$ cat src/rtl/fft32_stage_ctrl.sv
// Radix-2 DIT FFT sequencer: walks LOG2N stages x N/2 butterflies, one butterfly per MEM_LATENCY+1 cycles.
// No backpressure: start is accepted only in IDLE, then the run proceeds at a fixed rate until done.
module fft32_stage_ctrl #(
  parameter int LOG2N       = 5,
  parameter int MEM_LATENCY = 1
) (
  input  logic             clk,
  input  logic             rst,
  input  logic             start,
  output logic             busy,
  output logic             done,
  output logic             rd_en,
  output logic [LOG2N-1:0] rd_addr0,
  output logic [LOG2N-1:0] rd_addr1,
  output logic [LOG2N-2:0] tw_addr,
  output logic             wr_en,
  output logic [LOG2N-1:0] wr_addr0,
  output logic [LOG2N-1:0] wr_addr1,
  output logic [2:0]       stage
);

  typedef enum logic [2:0] {S_IDLE, S_READ, S_WAIT, S_WRITE, S_DONE} state_t;

  localparam logic [2:0]       LAST_STAGE = 3'(LOG2N - 1);
  localparam logic [7:0]       WAIT_LAST  = 8'((MEM_LATENCY > 1) ? MEM_LATENCY - 2 : 0);
  localparam logic [LOG2N-1:0] ONE        = 1;
  localparam logic [LOG2N-2:0] B_ONE      = 1;

  state_t           state;
  logic [2:0]       s_cnt;
  logic [LOG2N-2:0] b_cnt;
  logic [7:0]       wait_cnt;

  logic             last_bfly;
  logic             issue;
  logic [2:0]       iss_s;
  logic [LOG2N-2:0] iss_b;
  logic [LOG2N-1:0] b_ext;
  logic [LOG2N-1:0] lo_mask;
  logic [LOG2N-2:0] pos;
  logic [LOG2N-1:0] iss_a0;
  logic [LOG2N-1:0] iss_a1;
  logic [LOG2N-2:0] iss_tw;

  // Addresses of the butterfly about to be read: the first one from IDLE, otherwise the successor.
  always_comb begin
    last_bfly = (s_cnt == LAST_STAGE) && (&b_cnt);
    issue     = ((state == S_IDLE) && start) || ((state == S_WRITE) && !last_bfly);
    if (state == S_IDLE) begin
      iss_s = '0;
      iss_b = '0;
    end else begin
      iss_b = b_cnt + B_ONE;
      iss_s = (&b_cnt) ? s_cnt + 3'd1 : s_cnt;
    end
    b_ext   = {1'b0, iss_b};
    lo_mask = ~({LOG2N{1'b1}} << iss_s);
    // grp*2h + pos == (b with its low s bits kept, high bits shifted up by one)
    iss_a0  = ((b_ext & ~lo_mask) << 1) | (b_ext & lo_mask);
    iss_a1  = iss_a0 | (ONE << iss_s);
    pos     = iss_b & lo_mask[LOG2N-2:0];
    iss_tw  = pos << (LAST_STAGE - iss_s);
  end

  always_ff @(posedge clk or posedge rst) begin
    if (rst) begin
      state    <= S_IDLE;
      s_cnt    <= '0;
      b_cnt    <= '0;
      wait_cnt <= '0;
      busy     <= 1'b0;
      done     <= 1'b0;
      rd_en    <= 1'b0;
      wr_en    <= 1'b0;
      rd_addr0 <= '0;
      rd_addr1 <= '0;
      wr_addr0 <= '0;
      wr_addr1 <= '0;
      tw_addr  <= '0;
      stage    <= '0;
    end else begin
      rd_en <= 1'b0;
      wr_en <= 1'b0;
      done  <= 1'b0;
      unique case (state)
        S_IDLE: begin
          if (start) begin
            state <= S_READ;
            busy  <= 1'b1;
            rd_en <= 1'b1;
          end
        end
        S_READ: begin
          if (MEM_LATENCY == 1) begin
            state <= S_WRITE;
            wr_en <= 1'b1;
          end else begin
            state    <= S_WAIT;
            wait_cnt <= '0;
          end
        end
        S_WAIT: begin
          if (wait_cnt == WAIT_LAST) begin
            state <= S_WRITE;
            wr_en <= 1'b1;
          end else begin
            wait_cnt <= wait_cnt + 8'd1;
          end
        end
        S_WRITE: begin
          if (last_bfly) begin
            state <= S_DONE;
            busy  <= 1'b0;
            done  <= 1'b1;
          end else begin
            state <= S_READ;
            rd_en <= 1'b1;
          end
        end
        S_DONE: state <= S_IDLE;
        default: begin
          state <= S_IDLE;
          busy  <= 1'b0;
        end
      endcase

      // Write addresses and twiddle are captured with the read so they hold steady until WRITE ends.
      if (issue) begin
        s_cnt    <= iss_s;
        b_cnt    <= iss_b;
        stage    <= iss_s;
        rd_addr0 <= iss_a0;
        rd_addr1 <= iss_a1;
        wr_addr0 <= iss_a0;
        wr_addr1 <= iss_a1;
        tw_addr  <= iss_tw;
      end
    end
  end

  a_no_rd_wr_overlap: assert property (@(posedge clk) disable iff (rst) !(rd_en && wr_en));
  a_done_not_busy:    assert property (@(posedge clk) disable iff (rst) !(done && busy));

endmodule

$ cat config.mk
export PLATFORM = sky130hd
export DESIGN_NAME = fft32_stage_ctrl
export DESIGN_NICKNAME = d
export VERILOG_FILES = /design/src/rtl/fft32_stage_ctrl.sv
export SDC_FILE = /design/constraint.sdc
export NUM_CORES = 1
export LEC_CHECK = 0
export BUFFER_PORTS_ARGS = -buffer_cell sky130_fd_sc_hd__buf_4
export CAP_MARGIN = 20
export CORE_AREA = 5 5 75 77
export DETAILED_ROUTE_END_ITERATION = 8
export DIE_AREA = 0 0 80 82
export PLACE_DENSITY = 0.68
export SLEW_MARGIN = 10
export SYNTH_ARGS = -nofsm -noshare
export SYNTH_HDL_FRONTEND = slang
export SYNTH_SLANG_ARGS = --single-unit
$ cat constraint.sdc
create_clock -name clk -period 3.02 [get_ports clk]
set_clock_uncertainty 0.2 [all_clocks]
set_input_delay 0.604 -clock clk [delete_from_list [all_inputs] [get_ports clk]]
set_output_delay 0.604 -clock clk [all_outputs]
set_load 0.005 [all_outputs]
==> results of run 1 <==
[report_power, final]
group	switching, mW	internal (mW)
logic	0.488	0.489
clock network	0.171	0.182
registers	0.0846	0.598
[state kept, by name (all words and copies together), names as in the netlist]
register / flops
wait_cnt: 8
wr_addr0: 5
wr_addr1: 5
b_cnt: 4
tw_addr: 4
s_cnt: 3
state: 3
busy: 1
done: 1
rd_en: 1
wr_en: 1
[layer usage]
metal | part of all wire | wire length [um] | GRT usage
met1 | 0.47 | 2017 | 0.1926
met2 | 0.47 | 2025 | 0.2343
met3 | 0.044 | 189 | 0.02961
met4 | 0.017 | 74 | 0.06081
met5 | 0 | 0 | 0
[final cells by class]
type	count	area, um2
clock inverter	2	10.01
fill	476	2436
tap	70	87.58
clock buffer	6	82.58
multi-input combinational	151	1045
timing repair buffer	46	345.3
inverter	10	37.54
sequential	36	900.9
[worst register-to-register path: stages (launching register included)]
cell	delay, ns
dfrtp_1	0.40
ha_1	0.20
and3_2	0.26
mux2i_1	0.15
or2_2	0.33
ha_1	0.22
ha_1	0.22
or3_4	0.41
o21ai_0	0.18
o311ai_1	0.13
o21ai_1	0.13
[cell usage after synthesis, drive strengths merged (2+ instances only)]
master  number  area share
o21ai       18       0.044
a21oi        7       0.022
inv         10       0.018
nor2        11       0.021
nand2       32       0.057
nand4        2      0.0059
buf         19       0.069
nor4         3       0.015
nand3        6       0.014
ha          11       0.065
and3         3      0.0088
a31oi        3       0.016
xnor2        7       0.032
nor3         9       0.024
nor2b        2      0.0059
or3          4       0.014
and2         2      0.0059
o41ai        2       0.015
dfrtp       36        0.42
nand2b       4       0.012
xor2         6       0.025
o31ai        3       0.015
mux2         4       0.021
[metrics by stage]
stage	util	cells
2_1_floorplan	-	216
5_1_grt	0.5073	321
6_report	0.5073	321
3_5_place_dp	0.4873	313
4_1_cts	0.5061	321
3_3_place_gp	0.4873	313
[cells in the final DEF, fill, tap and decap left out, types with 4 or more instances in the layout]
cell and n:
o21ai_1 4, buf_4 46, dfrtp_1 36, clkbuf_8 6
inv_1 10, nand2b_1 4, nor2_1 10, nand2_1 32
xor2_1 6, nor3_1 8, ha_1 11, o21ai_0 13
mux2_2 4, nand3_1 6, a21oi_1 6, xnor2_1 6
[worst paths after layout]
path,to,slack [ns],cells after the start
worst max-delay path,tw_addr[2]$_DFFE_PP0P_,0.13,10
worst min-delay path,tw_addr[1]$_DFFE_PP0P_,0.22,3
worst max register to register,tw_addr[2]$_DFFE_PP0P_,0.13,10
worst min register to register,wait_cnt[7]$_DFFE_PP0P_,0.28,1
max in group asynchronous,wr_addr1[0]$_DFFE_PP0P_,2.08,3
min in group clk,wait_cnt[7]$_DFFE_PP0P_,0.28,1
[cells by family after synthesis]
logic type	count (synthesis)	synth area share
DFF	36	0.4243
xor gates and xnor gates	13	0.05716
muxes	5	0.02593
AOI/OAI and AO/OA	41	0.1485
buffers and inverters	29	0.08662
adders and majority gates	11	0.06482
and+or+nand+nor	81	0.1927
[repair_timing]
| action | in CTS | in global routing |
|---|---|---|
| hold buffers | 0 | 0 |
| setup endpoints to repair | 0 | 3 |
| gates resized for setup | 0 | 3 |
==> flow_summary.json, run 1 <==
{
  "grt_max_degree": 37,
  "yosys_warnings": 0,
  "power.density_nw_per_um2": 802.3,
  "setup_viol": 0,
  "antenna_found_initial": 0,
  "synth-seq-cells": 36,
  "crit_slowest_cell": "or3_4",
  "synth_nets": 230,
  "syn_area_per_cell_um2": 9.830,
  "critPathMaxStageDelay_ns": 0.41,
  "rsz0062_at_grt": "no",
  "rows": 26,
  "h-tree-depth": 2,
  "layout-drive-gt1-share": 0.3068,
  "cp-startpoint": "b_cnt[1]$_DFFE_PP0P_",
  "clk_latency_ns": 0.29,
  "tns_ns": 0,
  "setup_slack_ns": 0.1305,
  "port_buffers": 33,
  "wl_per_cell_um": 13.42,
  "path_cells": "ha_1 > and3_2 > mux2i_1 > or2_2 > ha_1 > ha_1 > or3_4 > o21ai_0 > o311ai_1 > o21ai_1",
  "postPlaceCellArea_um2": 2410,
  "drtIter0Drc": 76,
  "overflow": 0,
  "die_height_um": 82,
  "path_buf_inv": 0,
  "io_pins": 34,
  "post_cts_buffers": 0,
  "synth_edf_count": 0,
  "worst_hold_slack_ns": 0.2229,
  "status": "finished clean",
  "synth_cell_types": 47,
  "crit_arrival_ns": 2.91,
  "period_needed_ns": 2.889,
  "regToRegStartpoint": "b_cnt[1]$_DFFE_PP0P_",
  "power_mw": 2.013,
  "synth_cells": 216,
  "die_w_um": 80,
  "crit_path_frequent_cell": "ha_1",
  "syn_to_final_growth_pct": 18.15,
  "cts_sinks": 36,
  "required_ns": 3.04,
  "diodes": 0,
  "fin_area_um2": 2509,
  "cts_buffers": 5,
  "finalHoldViolCount": 0,
  "hpwl_um": 3203,
  "cp_top_family": "simple AND/OR/NAND/NOR gates",
  "clkTransAtPathRegs_ns": 0.07,
  "tightest_slew_ns": 0.4548,
  "finalNetCount": 264,
  "grt_first_pass_wirelength_um": 7355,
  "period_share": 0.9568,
  "hold_class": "in2async",
  "p_leak_nw": 1.164,
  "critPathLaunchType": "flop",
  "grt_pass1_vias": 1556,
  "routed_wl_um": 4307,
  "drc": 0,
  "dp_slack_ns": 0.1211,
  "vdd_drop_max_mv": 0.3805,
  "crit_fanout": 5,
  "finalWeightedCongestion": 0.8714,
  "vias": 1588,
  "relSlewSlack": 0.6968,
  "clk_path_buf_depth": 2,
  "worstSetupPathType": "reg2reg",
  "netlist_area_um2": 2123,
  "slew_viol_final": 0,
  "drt-pass1-iter-count": 5,
  "coreArea_um2": 4945,
  "dieArea_um2": 6560,
  "fmax_mhz": 346.1,
  "synth_ff_type": "dfrtp_1",
  "start_util": 0.4294,
  "via_per_inst": 4.947,
  "final_antenna_net_count": 0,
  "end_kind": "flop",
  "async_flop_share": 1.000,
  "synth_seq_area_share": 0.4243,
  "track_usage": 0.1462,
  "drv_cap": 0,
  "clockRootBuffer": "clkbuf_8",
  "cts_tree": "yes"
}
(Power assumes the default switching activity.)
==> run 2: changes to the inputs <==
CORE_AREA = 5 5 63 93   (was 5 5 75 77)
DIE_AREA = 0 0 68 98   (was 0 0 80 82)
PLACE_DENSITY = 0.67   (was 0.68)
RECOVER_POWER = 50   (was unset)
SETUP_SLACK_MARGIN = 0.02   (was unset)
==> flow_summary.json, run 2 (synthesized netlist as in run 1, its figures left out) <==
{
  "critPathLaunchType": "flop",
  "crit_fanout": 5,
  "routed_wl_um": 4643,
  "drv_cap": 1,
  "drc": 0,
  "syn_to_final_growth_pct": 17.74,
  "period_share": 0.9473,
  "drt-pass1-iter-count": 4,
  "power.density_nw_per_um2": 813.9,
  "hpwl_um": 3523,
  "h-tree-depth": 2,
  "vias": 1614,
  "finalHoldViolCount": 0,
  "required_ns": 3.03,
  "hold_class": "reg2reg",
  "failed_checks": "max-capacitance violations, max-slew violations",
  "postPlaceCellArea_um2": 2407,
  "status": "finished with violations",
  "grt_max_degree": 37,
  "largest_register_ffs": 8,
  "dieArea_um2": 6664,
  "grt_first_pass_wirelength_um": 7748,
  "period_needed_ns": 2.861,
  "cts_sinks": 36,
  "cts_tree": "yes",
  "die_height_um": 98,
  "finalWeightedCongestion": 0.8517,
  "rsz0062_at_grt": "no",
  "diodes": 0,
  "final_antenna_net_count": 0,
  "drtIter0Drc": 61,
  "wl_per_cell_um": 14.51,
  "vdd_drop_max_mv": 0.4221,
  "p_leak_nw": 1.143,
  "finalNetCount": 265,
  "crit_arrival_ns": 2.87,
  "clk_path_buf_depth": 2,
  "track_usage": 0.1538,
  "clockRootBuffer": "clkbuf_8",
  "grt_pass1_vias": 1621,
  "io_pins": 34,
  "die_w_um": 68,
  "r2r_slack_ns": 0.16,
  "reg_top3": "wait_cnt x8, wr_addr0 x5, wr_addr1 x5",
  "overflow": 0,
  "via_per_inst": 5.044,
  "start_util": 0.4242,
  "setup_viol": 0,
  "antenna_found_initial": 0,
  "fin_area_um2": 2500,
  "power_mw": 2.035,
  "final_common_cell": "dfrtp_1",
  "clk_latency_ns": 0.29,
  "rows": 32,
  "layout_common_cells": "36 x dfrtp_1, 32 x nand2_1, 32 x buf_4, 12 x o21ai_0",
  "coreArea_um2": 5005,
  "regMostFlops": "wait_cnt",
  "fmax_mhz": 349.5,
  "slew_viol_final": 37,
  "cts_buffers": 5,
  "end_kind": "flop",
  "relSlewSlack": -0.3038,
  "worstSetupPathType": "reg2reg",
  "port_buffers": 33,
  "tns_ns": 0,
  "tightest_slew_ns": 1.956,
  "clkTransAtPathRegs_ns": 0.07,
  "layout-drive-gt1-share": 0.2897,
  "ctsHoldBuffers": 0
}
==> run 2: cell types whose count changed in the layout (fill, tap and decap cells not counted), moves of 2 or more <==
cell	before	now
buf_4	46	32
clkbuf_4	0	11
clkbuf_1	0	5
clkinv_2	2	0
==> run 2: per-layer routing <==
metal / up-vias / part of all wire / GRT usage
li1: 805 / - / -
met1: 771 / 0.41 / 0.1858
met2: 28 / 0.53 / 0.2519
met3: 10 / 0.026 / 0.03222
met4: 0 / 0.028 / 0.07504
met5: - / 0 / 0
==> run 2: area by class of cell <==
class	count	area, um2
fillers	479	2505
multi-input cells	151	1045
flip-flops and latches	36	900.9
repair buffers	47	337.8
clock buffers	7	86.33
well taps	68	85.08
inverters	10	37.54
clock inverters	1	7.507
==> run 2: worst paths after layout <==
kind,cells after the start,to,start
min,1,wait_cnt[7]$_DFFE_PP0P_,wait_cnt[7]$_DFFE_PP0P_
max reg2reg,10,tw_addr[2]$_DFFE_PP0P_,b_cnt[0]$_DFFE_PP0P_
min reg2reg,1,wait_cnt[7]$_DFFE_PP0P_,wait_cnt[7]$_DFFE_PP0P_
max,10,tw_addr[2]$_DFFE_PP0P_,b_cnt[0]$_DFFE_PP0P_
max in group asynchronous,3,wr_addr0[1]$_DFFE_PP0P_,rst
min in group asynchronous,3,wait_cnt[7]$_DFFE_PP0P_,rst
==> run 2: metrics by stage <==
| step | cells | hold slack (ns) | util | worst slack, ns |
|---|---|---|---|---|
| global route | 320 | 0.2983 | 0.4995 | 0.007639 |
| detailed placement | 311 | 0.2708 | 0.4810 | 0.07523 |
| finish | 320 | 0.2928 | 0.4995 | 0.1591 |
| floorplan | 216 | 0.2426 | - | 0.1201 |
| CTS | 319 | 0.2345 | 0.4998 | 0.06011 |
| global placement | 311 | 0.2687 | 0.4810 | 0.1640 |
==> run 2: timing repair <==
action / 4_1_cts / 5_1_grt
endpoints found under the hold margin: 0 / 0
setup buffers: 0 / 1
resized for setup: 0 / 4
endpoints found under the setup margin: 0 / 3
==> run 2: power breakdown <==
part | switching [mW] | leakage (nW) | total, mW | internal [mW]
combinational | 0.507 | 0.640 | 0.995 | 0.488
clock | 0.172 | 0.0445 | 0.358 | 0.185
sequential | 0.0840 | 0.458 | 0.682 | 0.598
total | 0.764 | 1.14 | 2.03 | 1.27
==> run 2: critical path: stages, from the launching register on <==
cell	delay, ns
dfrtp_1	0.43
ha_1	0.22
and3_2	0.25
mux2i_1	0.14
or2_2	0.32
ha_1	0.21
ha_1	0.21
or3_4	0.41
o21ai_1	0.13
o311ai_1	0.11
o21ai_1	0.14
